`config.mk`:
```
export PLATFORM = sky130hd
export DESIGN_NAME = data_memory_ctrl
export DESIGN_NICKNAME = d
export VERILOG_FILES = /design/src/rtl/data_memory_ctrl.sv
export SDC_FILE = /design/constraint.sdc
export NUM_CORES = 2
export LEC_CHECK = 0
export ABC_CLOCK_PERIOD_IN_PS = 8800
export BUFFER_PORTS_ARGS = -buffer_cell sky130_fd_sc_hd__buf_2
export CAP_MARGIN = 20
export CORE_ASPECT_RATIO = 1.25
export CORE_MARGIN = 4
export CORE_UTILIZATION = 60
export DETAILED_ROUTE_END_ITERATION = 10
export MAX_ROUTING_LAYER = met4
export PLACE_DENSITY = 0.74
export SLEW_MARGIN = 20
export SYNTH_ARGS = -nofsm -noshare
export SYNTH_HDL_FRONTEND = slang
export SYNTH_SLANG_ARGS = --single-unit
```
`constraint.sdc`:
```
create_clock -name clock -period 8.8 [get_ports clock]
set_input_delay 1.76 -clock clock [delete_from_list [all_inputs] [get_ports clock]]
set_output_delay 1.76 -clock clock [all_outputs]
set_load 0.05 [all_outputs]
```
`src/rtl/data_memory_ctrl.sv`:
```
// Word-addressed data memory with byte-lane writes and a simple request/ready
// handshake. After reset the array is cleared one word per cycle (INIT), then
// single requests are served with a programmable number of wait states (ACCESS).
module data_memory_ctrl #(
   parameter int DATA_WIDTH  = 8,
   parameter int ADDR_WIDTH  = 8,
   parameter int DEPTH       = 256,
   parameter int WAIT_STATES = 0
) (
   input  logic                    clock,
   input  logic                    reset,
   input  logic [ADDR_WIDTH-1:0]   address,
   input  logic [DATA_WIDTH-1:0]   writeData,
   input  logic [DATA_WIDTH/8-1:0] byteEnable,
   input  logic                    MemRead,
   input  logic                    MemWrite,
   output logic [DATA_WIDTH-1:0]   dataOut,
   output logic                    ready,
   output logic                    readValid,
   output logic                    busy,
   output logic                    error
);

   localparam int LANES = DATA_WIDTH / 8;
   localparam int IDX_W = (DEPTH > 1) ? $clog2(DEPTH) : 1;
   localparam logic [IDX_W-1:0]    LAST_IDX  = IDX_W'(DEPTH - 1);
   localparam logic [ADDR_WIDTH:0] DEPTH_LIM = (ADDR_WIDTH + 1)'(DEPTH);
   localparam logic [3:0]          WAIT_INIT = 4'(WAIT_STATES);

   typedef enum logic [1:0] {INIT, IDLE, ACCESS} stateT;

   stateT                 stateReg;
   logic [IDX_W-1:0]      clearIdx;
   logic [3:0]            waitCnt;
   logic [ADDR_WIDTH-1:0] addrReg;
   logic [DATA_WIDTH-1:0] dataReg;
   logic [LANES-1:0]      laneReg;
   logic                  opWriteReg;
   logic                  readyReg;
   logic                  busyReg;
   logic                  readValidReg;
   logic                  errorReg;

   // Memory-port control, derived from the FSM state. Reset gates both the
   // clearing writes and the completion so an aborted access leaves no trace.
   logic                  addrInRange;
   logic [IDX_W-1:0]      addrIdx;
   logic                  clearEn;
   logic                  finishEn;
   logic                  wrEn;
   logic                  rdEn;
   logic [IDX_W-1:0]      wrIdx;
   logic [LANES-1:0]      wrLanes;
   logic [DATA_WIDTH-1:0] wrWord;

   assign addrInRange = ({1'b0, addrReg} < DEPTH_LIM);
   assign addrIdx     = addrReg[IDX_W-1:0];
   assign clearEn     = (stateReg == INIT) && !reset;
   assign finishEn    = (stateReg == ACCESS) && (waitCnt == 4'd0) && !reset;
   assign wrEn        = clearEn || (finishEn && opWriteReg && addrInRange);
   assign rdEn        = finishEn && !opWriteReg;
   assign wrIdx       = clearEn ? clearIdx : addrIdx;
   assign wrLanes     = clearEn ? {LANES{1'b1}} : laneReg;
   assign wrWord      = clearEn ? '0 : dataReg;

   // Control FSM: init sweep, request acceptance, wait-state countdown, completion.
   always_ff @(posedge clock) begin
      if (reset) begin
         stateReg     <= INIT;
         clearIdx     <= '0;
         waitCnt      <= 4'd0;
         addrReg      <= '0;
         dataReg      <= '0;
         laneReg      <= '0;
         opWriteReg   <= 1'b0;
         readyReg     <= 1'b0;
         busyReg      <= 1'b1;
         readValidReg <= 1'b0;
         errorReg     <= 1'b0;
      end else begin
         readValidReg <= 1'b0;
         errorReg     <= 1'b0;
         case (stateReg)
            INIT: begin
               clearIdx <= clearIdx + 1'b1;
               if (clearIdx == LAST_IDX) begin
                  stateReg <= IDLE;
                  readyReg <= 1'b1;
                  busyReg  <= 1'b0;
               end
            end
            IDLE: begin
               if (MemRead ^ MemWrite) begin
                  addrReg    <= address;
                  dataReg    <= writeData;
                  laneReg    <= byteEnable;
                  opWriteReg <= MemWrite;
                  waitCnt    <= WAIT_INIT;
                  stateReg   <= ACCESS;
                  readyReg   <= 1'b0;
               end else if (MemRead && MemWrite) begin
                  errorReg <= 1'b1;
               end
            end
            ACCESS: begin
               if (waitCnt != 4'd0) begin
                  waitCnt <= waitCnt - 4'd1;
               end else begin
                  stateReg     <= IDLE;
                  readyReg     <= 1'b1;
                  readValidReg <= !opWriteReg;
                  errorReg     <= !addrInRange;
               end
            end
            default: begin
               stateReg <= INIT;
               clearIdx <= '0;
               readyReg <= 1'b0;
               busyReg  <= 1'b1;
            end
         endcase
      end
   end

   // One narrow RAM per byte lane so each lane has its own write enable.
   generate
      for (genvar gi = 0; gi < LANES; gi++) begin : gLane
         logic [7:0] laneMem [DEPTH];
         logic [7:0] laneOut;

         // Byte-lane write port (clearing sweep or masked completion write).
         always_ff @(posedge clock) begin
            if (wrEn && wrLanes[gi]) begin
               laneMem[wrIdx] <= wrWord[8*gi +: 8];
            end
         end

         // Registered read port; holds until the next read, zero when out of range.
         always_ff @(posedge clock) begin
            if (reset) begin
               laneOut <= 8'h00;
            end else if (rdEn) begin
               laneOut <= addrInRange ? laneMem[addrIdx] : 8'h00;
            end
         end

         assign dataOut[8*gi +: 8] = laneOut;
      end
   endgenerate

   assign ready     = readyReg;
   assign busy      = busyReg;
   assign readValid = readValidReg;
   assign error     = errorReg;

endmodule

```
## After elaboration in Yosys (flattened, before gate mapping)

Memories as Yosys holds them, arrays and structs flattened. A register that Yosys moved wholly into a read port is not among the register bits.
Cells that the tools add are included.

- Bitwise operators: 4
- Mux-type cells: 20
- Add/sub/neg operators: 2
- Equal/unequal tests: 7
- Reductions and logical operators: 21

Operators with widths:

| operator | number |
|---|---|
| 8-bit 2-to-1 mux | 2 |
| 8-bit case mux with 2 select lines | 1 |
| 8-bit by 1-bit adder with 8-bit output, second input constant | 1 |
| 8-bit == test, second input constant | 1 |
| 1-bit 2-to-1 mux | 8 |
| 4-bit 2-to-1 mux | 2 |
| 4-bit case mux with 2 select lines | 1 |
| 1-bit logical AND | 7 |
| 2-bit 2-to-1 mux | 3 |
| 2-bit case mux with 3 select lines | 1 |
| 3-bit AND reduction | 2 |
| 3-bit OR reduction | 2 |
| 4-bit logical NOT | 1 |
| 2-bit by 1-bit inequality test with 1-bit output, second input constant | 2 |
| 2-bit inequality test, second input constant | 2 |
| 2-bit AND reduction | 2 |
| 4-bit nonzero test | 1 |
| 4-bit by 1-bit subtractor with 4-bit output, second input constant | 1 |
| 1-bit inverter | 3 |
| 1-bit case mux with 3 select lines | 1 |
| 2-bit by 1-bit == test with 1-bit output, second input constant | 1 |
| 2-bit == test, second input constant | 1 |
| 1-bit logical NOT | 2 |
| 2-bit logical NOT | 1 |
| other kinds (5) | 5 |

- Memory bits (writable): 2,048
- Word-level logic and storage cells: 66
- Bits in registers: 36
- Output and inout port bits: 12
- Memories: 1
- Bits of input ports: 21

Memories:

| name | depth | bits a word | read ports | clocked after Yosys merged registers in | write ports | RTL line | RTL |
|---|---|---|---|---|---|---|---|
| gLane[0].laneMem | 256 | 8 | 1 | 1 | 1 | 128 | `logic [7:0] laneMem [DEPTH];` |

## Depth between registers and ports, before layout

- Word-level depth: 8
- Mapped depth: 13
- Gate-level depth less buffers: 9

## Worst setup path before layout

No wires, ideal clock.

- Path kind: input to register
- From: in reset
- To: mem gLane[0].laneMem[0][0], data pin
- Stages on the path: 5
- Data required time: 7.930 ns
- Setup time: 0.870 ns
- Data arrival time: 5.915 ns
- Buffers on the path: 3
- Setup slack: 2.015 ns
- Path through: nand2b_1 -> clkbuf_1 -> clkbuf_1 -> clkbuf_1 -> and2_1

- Longest elaborated chain between the ends: 3

Ends and longest elaborated chain:

| element | RTL line | RTL |
|---|---|---|
| from (decl) | 11 | `input logic reset,` |
| 1-bit logical NOT | 58 | `assign clearEn = (stateReg == INIT) && !reset;` |
| 1-bit logical AND | 58 |  |
| 8-bit 2-to-1 mux | 64 | `assign wrWord = clearEn ? '0 : dataReg;` |
| net wrWord[0] | 54 | `logic [DATA_WIDTH-1:0] wrWord;` |
| to (decl) | 128 |  |

The timed path passes the listed nets, and every way through them passes these cells.

==> results.ini <==
[yosys]
syn_avg_cell_area_um2 = 19.8
yosysUniqueCellTypes = 68
synthAdderAreaFrac = 0.00122
synth_area_leader_cell = edfxtp_1
seq_area_frac_synth = 0.761
synthTopCellsByCount = edfxtp_1, mux4_2, nor2_1, mux2i_1, nand2_1
synth.most_common_cell = edfxtp_1
async_flop_share = 0
synth_top_area_share = 0.751
yosys_warnings = 0
synth-simple-area-share = 0.0348
synth_cells = 4131
synth_top_family_by_area = multiplexers
synth_edf_count = 2048
synthMuxAreaShare = 0.147
syn-cell-area_um2 = 81900
synth-xor-area-share = 0.000855
ys_ff_latch = 2091
ys.flop_type = edfxtp_1
synthesis.nets = 4160
synthTopCellsByArea = edfxtp_1, mux4_2, mux2i_1
synth-compound-area-share = 0.0364

[hold_path]
min_path_cells = 2
min_path_type = reg -> reg

[setup_path]
critPathSlowestCell = nand2b_1
critPathKind = reg -> reg
cpPeakStageDelay_ns = 0.83
rr_worst_depth = 9
cpMostUsedCell = buf_4
crit_path_end_kind = flop
cp_data_arrival_time_ns = 5.57
cp_cell_sequence = buf_4 -> buf_4 -> nand2b_1 -> o22ai_1 -> a21oi_1 -> a2111oi_0 -> a31oi_1 -> o2111ai_1 -> nand4b_1
cp-start-kind = flop
required_ns = 9.55
cp_max_fo = 42

[status]
status = finished, final reports clean

[detailed_routing]
drc = 0
top_layer = met4
ant_nets = 0
dr_wl_met3_um = 24800
wl_met1_um = 76700
vias = 42700
wl_per_cell_um = 35.8
wl_um = 218000
avgViaCountPerCell = 7.00
drt-initial-drc-count = 6851
wl_met2_um = 103000
dr.pass1.iters = 6

[final_layout]
drive_gt1_frac = 0.197
fillers = 8522
final_cells = 6095
areaGrowthSynthToFinish_pct = 9.72
nets = 4206

[floorplanning]
core_area_um2 = 136000
core.rowCount = 151
die_w_um = 339
initial_core_util = 0.604
die_area_um2 = 143000
io_pins = 33
fp.dieH_um = 421

[placement]
placed_cells = 5751
gp_congestion = 0.951
hpwl_um = 131000
port_buffers = 32

[pwr]
clockPowerShare = 0.433
swShare = 0.191
power_density_nw_per_um2 = 212
p_leak_nw = 24.7
intPower_mw = 15.4
p_sw_mw = 3.64
sequentialPowerShare = 0.565
vdd_drop_max_uv = 210
combPwrFrac = 0.002

[clocking]
cts.path.max_buffers = 3
postCtsResizedCells = 0
clk_pin_slew_ns = 0.06
clock-root-buffer = clkbuf_16
htree_levels = 4
clock-sinks = 2091
cts_tree = built
cts_hold_buf = 0
cts_buffers = 183
post-cts-setup-buffers = 0
clkLatencyLatePin_ns = 0.83

[timing]
hold_viol_final = 0
max_freq_ghz = 0.208
tightest_slew_ns = 1.15
rsz0062_at_grt = false
slew_headroom = 0.230
finalCritPeriodShare = 0.547
finClkSkew_ns = 0.0249
post-route-min-period_ns = 4.81
fin_setup_tns_ns = 0
setup_violations = 0
drv_slew = 0

[global_routing]
grt_pass1_wl_um = 314000
grt_max_degree = 170
grt_pass1_vias = 42100
antenna_found_initial = 3
track_usage = 0.318
overflow = 0

[run]
max-cap-violations = 0

-- worst paths after layout --
check / to / startpoint / slack, ns
worst max-delay path: dataOut[6]$_SDFFE_PP0P_ / addrIdx[2]$_SDFFE_PP0P_ / 3.99
worst min-delay path: dataReg[4]$_SDFFE_PP0P_ / dataReg[4]$_SDFFE_PP0P_ / 0.46
worst max register to register: dataOut[6]$_SDFFE_PP0P_ / addrIdx[2]$_SDFFE_PP0P_ / 3.99
worst min register to register: dataReg[4]$_SDFFE_PP0P_ / dataReg[4]$_SDFFE_PP0P_ / 0.46
-- flip-flops by register name, summed over array words and instances (netlist names) --
| signal | flops |
|---|---|
| gLane.laneMem | 2048 |
| addrIdx | 8 |
| clearIdx | 8 |
| dataOut | 8 |
| dataReg | 8 |
| waitCnt | 4 |
| stateReg | 2 |
| busy | 1 |
| error | 1 |
| laneReg | 1 |
| opWriteReg | 1 |
| readValid | 1 |
-- power by group through the flow --
stage	clock [mW]	combinational [mW]	sequential (mW)
finish	8.25	0.0476	10.8
global placement	0	0.0450	11.0
floorplan	0	0.0214	11.0
CTS	8.27	0.0464	10.8
global route	8.74	0.0489	10.8
detailed placement	0	0.0462	11.0
-- per-stage QoR --
step / setup slack (ns) / utilization / power (mW) / cell area (um2) / hold WS [ns]
after floorplan: 2.02 / - / 11.0 / 81900 / 0.432
after global placement: 3.58 / 0.617 / 11.0 / 83700 / 0.449
after detailed placement: 3.43 / 0.617 / 11.0 / 83700 / 0.451
after CTS: 4.29 / 0.663 / 19.1 / 89900 / 0.461
after global routing: 4.09 / 0.663 / 19.5 / 89900 / 0.482
final: 3.99 / 0.663 / 19.1 / 89900 / 0.459
-- critical path: cells and delay by family (launching register included) --
family          cells  cell delay, ns
flops               1            0.58
simple gates        2            1.07
compound gates      5            1.68
buf+inv             2            1.32
-- cells in the final DEF, fill, tap and decap left out, types with 34 or more instances in the layout --
cell	n
nor2_1	334
clkbuf_16	185
nand2_1	144
nand3_1	34
o21ai_0	46
a21oi_1	95
o22ai_1	56
mux2i_1	247
clkbuf_1	41
edfxtp_1	2048
dfxtp_1	37
o221ai_1	64
buf_4	61
mux4_2	420
-- routing by layer --
layer,vias up,global-route usage
li1,17100,-
met5,-,-
met4,0,0.159
met2,3057,0.478
met1,21900,0.414
met3,626,0.0753
-- logic make-up after synthesis --
group                      after synthesis
DFF                                   2091
muxes                                  678
and+or+nand+nor                        654
AOI/OAI and AO/OA                      432
buffers and inverters                  260
xor gates and xnor gates                 8
adders and majority gates                8
-- final cells by class --
class	instances	area, um2	share of cell area
flip-flops and latches	2091	62400	0.694
repair buffers	111	978	0.0109
well taps	1759	2200	0.0245
clock inverters	109	1320	0.0147
clock buffers	229	4820	0.0537
diodes	6	15.0	0.000167
inverters	10	41.3	0.000459
multi-input cells	1780	18100	0.202
No activity file was read; power rests on OpenSTA's default activity.
